$ cat src/rtl/parallax_scroll_ctrl_pkg.sv
// parallax_scroll_ctrl_pkg
//   Shared definitions for the parallax scroll controller: window geometry,
//   command opcodes, FSM state type, live-config struct and reset values,
//   plus small helpers for payload conditioning and pixel-step decode.
//   Optional feature macro: PARALLAX_PAUSE_EN (adds the PAUSED state).
package parallax_scroll_ctrl_pkg;

    localparam logic [9:0] H_WIN     = 10'd256;
    localparam logic [9:0] V_WIN     = 10'd256;
    localparam logic [9:0] PRE_LINE  = 10'd1;
    localparam logic [2:0] MAX_SPEED = 3'd7;

    localparam logic [1:0] OP_SPEED0 = 2'd0;
    localparam logic [1:0] OP_SPEED1 = 2'd1;
    localparam logic [1:0] OP_DIV    = 2'd2;
    localparam logic [1:0] OP_PAUSE  = 2'd3;

    localparam logic [2:0] SPEED0_RST = 3'd3;
    localparam logic [2:0] SPEED1_RST = 3'd1;
    // layer2 = 2 (every 4 px), layer1 = 1 (every 2 px), layer0 = 0 (every px)
    localparam logic [5:0] DIV_RST    = 6'b10_01_00;

`ifdef PARALLAX_PAUSE_EN
    typedef enum logic [1:0] {
        ST_IDLE   = 2'd0,
        ST_RUN    = 2'd1,
        ST_PAUSED = 2'd2
    } state_e;
`else
    typedef enum logic [1:0] {
        ST_IDLE = 2'd0,
        ST_RUN  = 2'd1
    } state_e;
`endif

    typedef struct packed {
        logic [2:0] speed0;
        logic [2:0] speed1;
        logic [5:0] div;
        logic       pause;
    } live_cfg_t;

    localparam live_cfg_t CFG_RST = '{
        speed0: SPEED0_RST,
        speed1: SPEED1_RST,
        div:    DIV_RST,
        pause:  1'b0
    };

    // The whole payload byte is compared so that e.g. 9 saturates to 7
    // instead of wrapping to 1 through truncation.
    function automatic logic [2:0] sat_speed(input logic [7:0] data);
        logic [2:0] s;
        s = (data > {5'd0, MAX_SPEED}) ? MAX_SPEED : data[2:0];
        return s;
    endfunction

    function automatic logic [1:0] clamp_div(input logic [1:0] f);
        logic [1:0] c;
        c = (f == 2'd3) ? 2'd2 : f;
        return c;
    endfunction

    // True when the pixel lands on a step boundary of 2^div pixels.
    function automatic logic step_hit(input logic [1:0] hpos_lsb, input logic [1:0] div);
        logic hit;
        case (div)
            2'd0:    hit = 1'b1;
            2'd1:    hit = ~hpos_lsb[0];
            default: hit = (hpos_lsb == 2'b00);
        endcase
        return hit;
    endfunction

endpackage

$ cat src/rtl/parallax_cmd_shadow.sv
// parallax_cmd_shadow
//   One-entry shadow bank for host commands. A command is accepted when
//   cmd_valid_i & cmd_ready_o; it is held pending and copied into the live
//   configuration at the next frame start (fs_i), which frees the bank.
//   Optional feature macro: PARALLAX_PAUSE_EN (PAUSE op updates live pause;
//   otherwise op 3 only consumes the bank).
// Ports
//   clk_i, reset_i   pixel clock, synchronous active-high reset
//   fs_i             frame start (hpos==0 && vpos==0)
//   cmd_valid_i      command present
//   cmd_op_i [1:0]   opcode
//   cmd_data_i [7:0] payload
//   cmd_ready_o      bank free
//   live_cfg_o       live configuration (registered)
//   pause_next_o     pause bit the live config will hold after this cycle
module parallax_cmd_shadow
    import parallax_scroll_ctrl_pkg::*;
(
    input  logic       clk_i,
    input  logic       reset_i,
    input  logic       fs_i,
    input  logic       cmd_valid_i,
    input  logic [1:0] cmd_op_i,
    input  logic [7:0] cmd_data_i,
    output logic       cmd_ready_o,
    output live_cfg_t  live_cfg_o,
    output logic       pause_next_o
);

    logic       pending_q, pending_d;
    logic [1:0] op_q, op_d;
    logic [7:0] data_q, data_d;
    live_cfg_t  live_q, live_d;
    live_cfg_t  applied;
    logic       accept;

    assign accept = cmd_valid_i && !pending_q;

    always_ff @(posedge clk_i) begin
        if (reset_i) begin
            pending_q <= 1'b0;
            op_q      <= '0;
            data_q    <= '0;
            live_q    <= CFG_RST;
        end else begin
            pending_q <= pending_d;
            op_q      <= op_d;
            data_q    <= data_d;
            live_q    <= live_d;
        end
    end

    // Live config with the pending command merged in.
    always_comb begin
        applied = live_q;
        case (op_q)
            OP_SPEED0: applied.speed0 = sat_speed(data_q);
            OP_SPEED1: applied.speed1 = sat_speed(data_q);
            OP_DIV:    applied.div    = {clamp_div(data_q[5:4]),
                                         clamp_div(data_q[3:2]),
                                         clamp_div(data_q[1:0])};
            OP_PAUSE: begin
`ifdef PARALLAX_PAUSE_EN
                applied.pause = data_q[0];
`endif
            end
            default: ;
        endcase
    end

    // Apply-at-fs happens before the accept update; a command accepted on
    // the fs cycle can only arrive with the bank empty, so it simply lands
    // and waits for the following fs.
    always_comb begin
        pending_d = pending_q;
        op_d      = op_q;
        data_d    = data_q;
        live_d    = live_q;
        if (fs_i && pending_q) begin
            live_d    = applied;
            pending_d = 1'b0;
        end
        if (accept) begin
            pending_d = 1'b1;
            op_d      = cmd_op_i;
            data_d    = cmd_data_i;
        end
    end

    assign cmd_ready_o  = !pending_q;
    assign live_cfg_o   = live_q;
    assign pause_next_o = live_d.pause;

endmodule

$ cat src/rtl/parallax_scroll_ctrl.sv
// parallax_scroll_ctrl
//   Frame-level sequencer for the scrolling procedural background. Decodes
//   per-pixel star-layer step enables, per-frame mountain pre-advance pulses,
//   frame-start reseed and the frame counter from hpos/vpos and the live
//   configuration held in parallax_cmd_shadow.
//   Optional feature macro: PARALLAX_PAUSE_EN (adds PAUSED state).
//
//   state  | meaning
//   IDLE   | after reset, all enables low until first frame start
//   RUN    | normal scrolling, frame counts
//   PAUSED | stars still step, ridges frozen, frame holds (pause build only)
//
// Ports
//   clk_i, reset_i      pixel clock, synchronous active-high reset
//   hpos_i, vpos_i      pixel position from the sync generator
//   cmd_valid_i/op/data host command port; cmd_ready_o bank free
//   win_en_o            pixel inside the star/mountain window
//   layer_en_o [2:0]    star-layer LFSR step enables
//   pre_step_o [1:0]    mountain-layer pre-advance pulses
//   seed_load_o         reseed pulse at frame start
//   frame_o [4:0]       frame counter
//   running_o           FSM in RUN
module parallax_scroll_ctrl
    import parallax_scroll_ctrl_pkg::*;
(
    input  logic       clk_i,
    input  logic       reset_i,
    input  logic [9:0] hpos_i,
    input  logic [9:0] vpos_i,
    input  logic       cmd_valid_i,
    input  logic [1:0] cmd_op_i,
    input  logic [7:0] cmd_data_i,
    output logic       cmd_ready_o,
    output logic       win_en_o,
    output logic [2:0] layer_en_o,
    output logic [1:0] pre_step_o,
    output logic       seed_load_o,
    output logic [4:0] frame_o,
    output logic       running_o
);

    logic       fs;
    live_cfg_t  live_cfg;
    logic       pause_next;
    state_e     state_q, state_d;
    logic [4:0] frame_q, frame_d;
    logic       active;
    logic       on_pre_line;

    assign fs = (hpos_i == 10'd0) && (vpos_i == 10'd0);

    parallax_cmd_shadow u_shadow (
        .clk_i        (clk_i),
        .reset_i      (reset_i),
        .fs_i         (fs),
        .cmd_valid_i  (cmd_valid_i),
        .cmd_op_i     (cmd_op_i),
        .cmd_data_i   (cmd_data_i),
        .cmd_ready_o  (cmd_ready_o),
        .live_cfg_o   (live_cfg),
        .pause_next_o (pause_next)
    );

    always_ff @(posedge clk_i) begin
        if (reset_i) begin
            state_q <= ST_IDLE;
            frame_q <= '0;
        end else begin
            state_q <= state_d;
            frame_q <= frame_d;
        end
    end

    // Pause decisions use the config as it stands after this fs, so a
    // PAUSE command takes effect at the first fs after acceptance.
    always_comb begin
        state_d = state_q;
        frame_d = frame_q;
        case (state_q)
            ST_IDLE: if (fs) state_d = ST_RUN;
`ifdef PARALLAX_PAUSE_EN
            ST_RUN:    if (fs && pause_next)  state_d = ST_PAUSED;
            ST_PAUSED: if (fs && !pause_next) state_d = ST_RUN;
`else
            ST_RUN:  state_d = ST_RUN;
`endif
            default: state_d = ST_IDLE;
        endcase
        if (fs && (state_d == ST_RUN)) begin
            frame_d = frame_q + 5'd1;
        end
    end

`ifndef PARALLAX_PAUSE_EN
    logic unused_pause;
    assign unused_pause = pause_next ^ live_cfg.pause;
`endif

    assign active      = (state_q != ST_IDLE);
    assign on_pre_line = (vpos_i == PRE_LINE);

    assign win_en_o      = active && (hpos_i < H_WIN) && (vpos_i < V_WIN);
    assign layer_en_o[0] = win_en_o && step_hit(hpos_i[1:0], live_cfg.div[1:0]);
    assign layer_en_o[1] = win_en_o && step_hit(hpos_i[1:0], live_cfg.div[3:2]);
    assign layer_en_o[2] = win_en_o && step_hit(hpos_i[1:0], live_cfg.div[5:4]);

    assign running_o     = (state_q == ST_RUN);
    assign pre_step_o[0] = running_o && on_pre_line && (hpos_i < {7'd0, live_cfg.speed0});
    assign pre_step_o[1] = running_o && on_pre_line && (hpos_i < {7'd0, live_cfg.speed1});

    assign seed_load_o = fs && !reset_i;
    assign frame_o     = frame_q;

endmodule

$ cat config.mk
export PLATFORM = sky130hd
export DESIGN_NAME = parallax_scroll_ctrl
export DESIGN_NICKNAME = d
export VERILOG_FILES = /design/src/rtl/parallax_scroll_ctrl_pkg.sv /design/src/rtl/parallax_cmd_shadow.sv /design/src/rtl/parallax_scroll_ctrl.sv
export SDC_FILE = /design/constraint.sdc
export NUM_CORES = 1
export LEC_CHECK = 0
export BUFFER_PORTS_ARGS = -buffer_cell sky130_fd_sc_hd__buf_2
export CAP_MARGIN = 25
export CORE_AREA = 3 3 81 64
export CTS_CLUSTER_DIAMETER = 50
export DETAILED_ROUTE_END_ITERATION = 16
export DIE_AREA = 0 0 84 67
export PLACE_DENSITY = 0.68
export SKIP_CTS_REPAIR_TIMING = 1
export SYNTH_ARGS = -nofsm -noshare
export SYNTH_HDL_FRONTEND = slang
export SYNTH_SLANG_ARGS = --single-unit
$ cat constraint.sdc
create_clock -name clk_i -period 2.3 [get_ports clk_i]
set_input_delay 0 -clock clk_i [delete_from_list [all_inputs] [get_ports clk_i]]
set_output_delay 0 -clock clk_i [all_outputs]
set_load 0.03 [all_outputs]
==> results.json <==
{
  "cp-end-kind": "output port",
  "drive_gt1_share_pct": 26.7,
  "cts_buffers": 5,
  "clk_path_buf_depth": 2,
  "yosys.area_share.simple_pct": 30.5,
  "crit_family": "simple AND/OR/NAND/NOR gates",
  "muxShareOfSynthArea_pct": 2.62,
  "numPortBuffers": 46,
  "final_cell_mix": "buf_2, dfxtp_1, a21oi_1",
  "critPathKind": "input port to output port",
  "dieArea_um2": 5630,
  "final_util_pct": 44.5,
  "crit_chain": "buf_2 -> nor4_2 -> and4_1 -> nand3_1 -> a211oi_1 -> buf_2",
  "start_util_pct": 34.4,
  "stdcell_count": 293,
  "design_area_um2": 1970,
  "grtUsageMet1_pct": 17.4,
  "die_y_um": 67,
  "vias": 1466,
  "gr-max-usage-layer": "met2",
  "cts_tree": "done",
  "place_ws_ns": 0.510,
  "min_path_type": "input port to flip-flop",
  "critPathMaxFanout": 8,
  "relSlewSlack_pct": 58.0,
  "cts_htree_levels": 2,
  "ant_nets": 0,
  "fin_nets": 273,
  "grt_first_pass_wirelength_um": 6110,
  "power_density_nw_per_um2": 560,
  "yosysWarnings": 0,
  "area_growth_pct": 29.3,
  "fp.dieW_um": 84,
  "met2_usage_pct": 20.5,
  "grt.overflow.total": 0,
  "synthDistinctLibCells": 36,
  "syn-cell-area_um2": 1530,
  "grt_pass1_vias": 1332,
  "synth_xor_area_share_pct": 0,
  "slew_viol_final": 0,
  "post-route-period-util_pct": 68.2,
  "n_antenna_cell": 0,
  "crit_required_ns": 2.30,
  "peakVddDrop_mv": 0.307,
  "crit_path_start_kind": "input port",
  "grt_antenna_before_repair": 0,
  "cp_common_cell": "buf_2",
  "ios": 47,
  "n_fill_cell": 452,
  "routed_via_density": 5.00,
  "hold_viol": 0,
  "rsz0062_at_grt": "false",
  "place_hpwl_um": 2750,
  "wl_um": 3650,
  "worst_skew_pair.late_latency_ns": 0.28,
  "grt_max_degree": 37,
  "grtUsageTotal_pct": 13.9,
  "clkSlewWorstSetupHoldPaths_ns": 0.06,
  "drc": 0,
  "fin_ws_ns": 0.730,
  "place_area_um2": 1780,
  "fp.coreArea_um2": 4440,
  "multi_input_area_um2": 851,
  "syn_area_per_cell_um2": 8.43,
  "maxCapViolCount": 0,
  "clock_sinks": 30,
  "place_inst": 275,
  "tightest_slew_ns": 0.629,
  "drt-initial-drc-count": 72,
  "first_pass_iters": 4,
  "root_buffer": "clkbuf_8",
  "cp.buffers_inverters": 2,
  "power_leakage_nw": 0.788,
  "setup_tns_ns": 0,
  "arrival_ns": 1.57,
  "global_route.usage.met3_pct": 4.94,
  "syn-instance-count": 181,
  "routabilityCongestion": 0.764,
  "slowest_stage": "and4_1",
  "cp_slowest_stage_delay_ns": 0.46,
  "outcome": "completed",
  "synthAdderAreaFrac_pct": 4.10,
  "finClkSkew_ns": 0.00756,
  "ys_ff_latch": 30,
  "synth_top_family_by_area": "simple AND/OR/NAND/NOR gates",
  "rows": 21,
  "final_common_cell": "buf_2",
  "fin_crit_ns": 1.57,
  "synth_compound_area_share_pct": 18.3,
  "fmax_mhz": 637,
  "finalSetupViolCount": 0,
  "regArea_um2": 601,
  "wl_per_cell_um": 12.4,
  "syn_nets": 219,
  "ys_seq_area_share_pct": 39.3
}
[per-stage QoR]
step	total power, mW	hold slack, ns
global placement	0.668	0.242
CTS	1.10	-0.0543
detailed placement	0.671	0.248
floorplan	0.619	0.136
finish	1.11	0.121
global route	1.15	0.172
[synthesized netlist by cell type (all sizes together)]
| cell type | number | area [µm²] |
|---|---|---|
| dfxtp | 30 | 601 |
| a21oi | 27 | 135 |
| nand2 | 24 | 90.1 |
| o21ai | 11 | 55.1 |
| nor2 | 10 | 37.5 |
| clkbuf | 7 | 26.3 |
| nor3 | 7 | 46.3 |
| inv | 6 | 22.5 |
| nand3 | 6 | 30.0 |
| nor4 | 6 | 77.6 |
| ha | 5 | 62.6 |
| nand2b | 5 | 31.3 |
| mux2i | 4 | 40.0 |
| o21a | 4 | 30.0 |
| o31ai | 4 | 30.0 |
| or4 | 4 | 30.0 |
| buf | 3 | 26.3 |
| nand4b | 3 | 26.3 |
| nor2b | 3 | 18.8 |
| nor4b | 2 | 32.5 |
| or3 | 2 | 17.5 |
| a211oi | 1 | 7.51 |
| a21o | 1 | 7.51 |
| and4 | 1 | 8.76 |
| conb | 1 | 3.75 |
| nand4 | 1 | 12.5 |
| o21bai | 1 | 7.51 |
| o22ai | 1 | 6.26 |
| or2 | 1 | 6.26 |
[metal layers]
metal	share of wire, %	routed length (µm)
met1	49	1770
met4	2.5	91
met2	42	1520
met5	0	0
met3	7.2	263
[layout make-up]
cell class              count  share of cell area [%]
inverters                   6                    1.14
repair buffers             57                    17.1
clock inverters             1                   0.253
well taps                  57                    3.61
flip-flops and latches     30                    30.4
multi-input cells         135                    43.1
clock buffers               7                    4.37
[kinds of logic after synthesis]
| family | Yosys count |
|---|---|
| and+or+nand+nor | 75 |
| muxes | 4 |
| adders and majority gates | 5 |
| AOI/OAI and AO/OA | 50 |
| DFF | 30 |
| other | 1 |
| buffers and inverters | 16 |
[flip-flops by register name, summed over array words and instances, names as in the netlist]
| name | count |
|---|---|
| u_shadow.live_cfg_o | 12 |
| frame_o | 5 |
| u_shadow.op_q | 2 |
| u_shadow.data_q | 8 |
| state_q | 2 |
| u_shadow.pending_q | 1 |
[where the power goes]
| part | switching (mW) | leakage, nW | total [mW] | internal (mW) |
|---|---|---|---|---|
| registers | 0.0138 | 0.244 | 0.547 | 0.533 |
| clock network | 0.193 | 0.0482 | 0.434 | 0.241 |
| logic | 0.0683 | 0.496 | 0.125 | 0.0569 |
| total | 0.275 | 0.788 | 1.11 | 0.831 |
[worst reg2reg max path, stage by stage (launching register included)]
cell     delay [ns]
dfxtp_1        0.38
nor2b_1        0.20
nand3_1        0.15
or2_1          0.29
o31ai_1        0.21
[final timing paths]
check / startpoint / endpoint / slack (ns) / depth (start not counted)
max: vpos_i[1] / pre_step_o[0] / 0.73 / 6
min: vpos_i[0] / state_q[0]$_SDFF_PP0_ / 0.12 / 4
max reg2reg: u_shadow.pending_q$_SDFFE_PP0P_ / u_shadow.live_cfg_o[8]$_SDFFE_PP0P_ / 0.98 / 4
min reg2reg: u_shadow.data_q[6]$_SDFFE_PP0P_ / u_shadow.data_q[6]$_SDFFE_PP0P_ / 0.46 / 2
No activity file was read; power rests on OpenSTA's default activity.
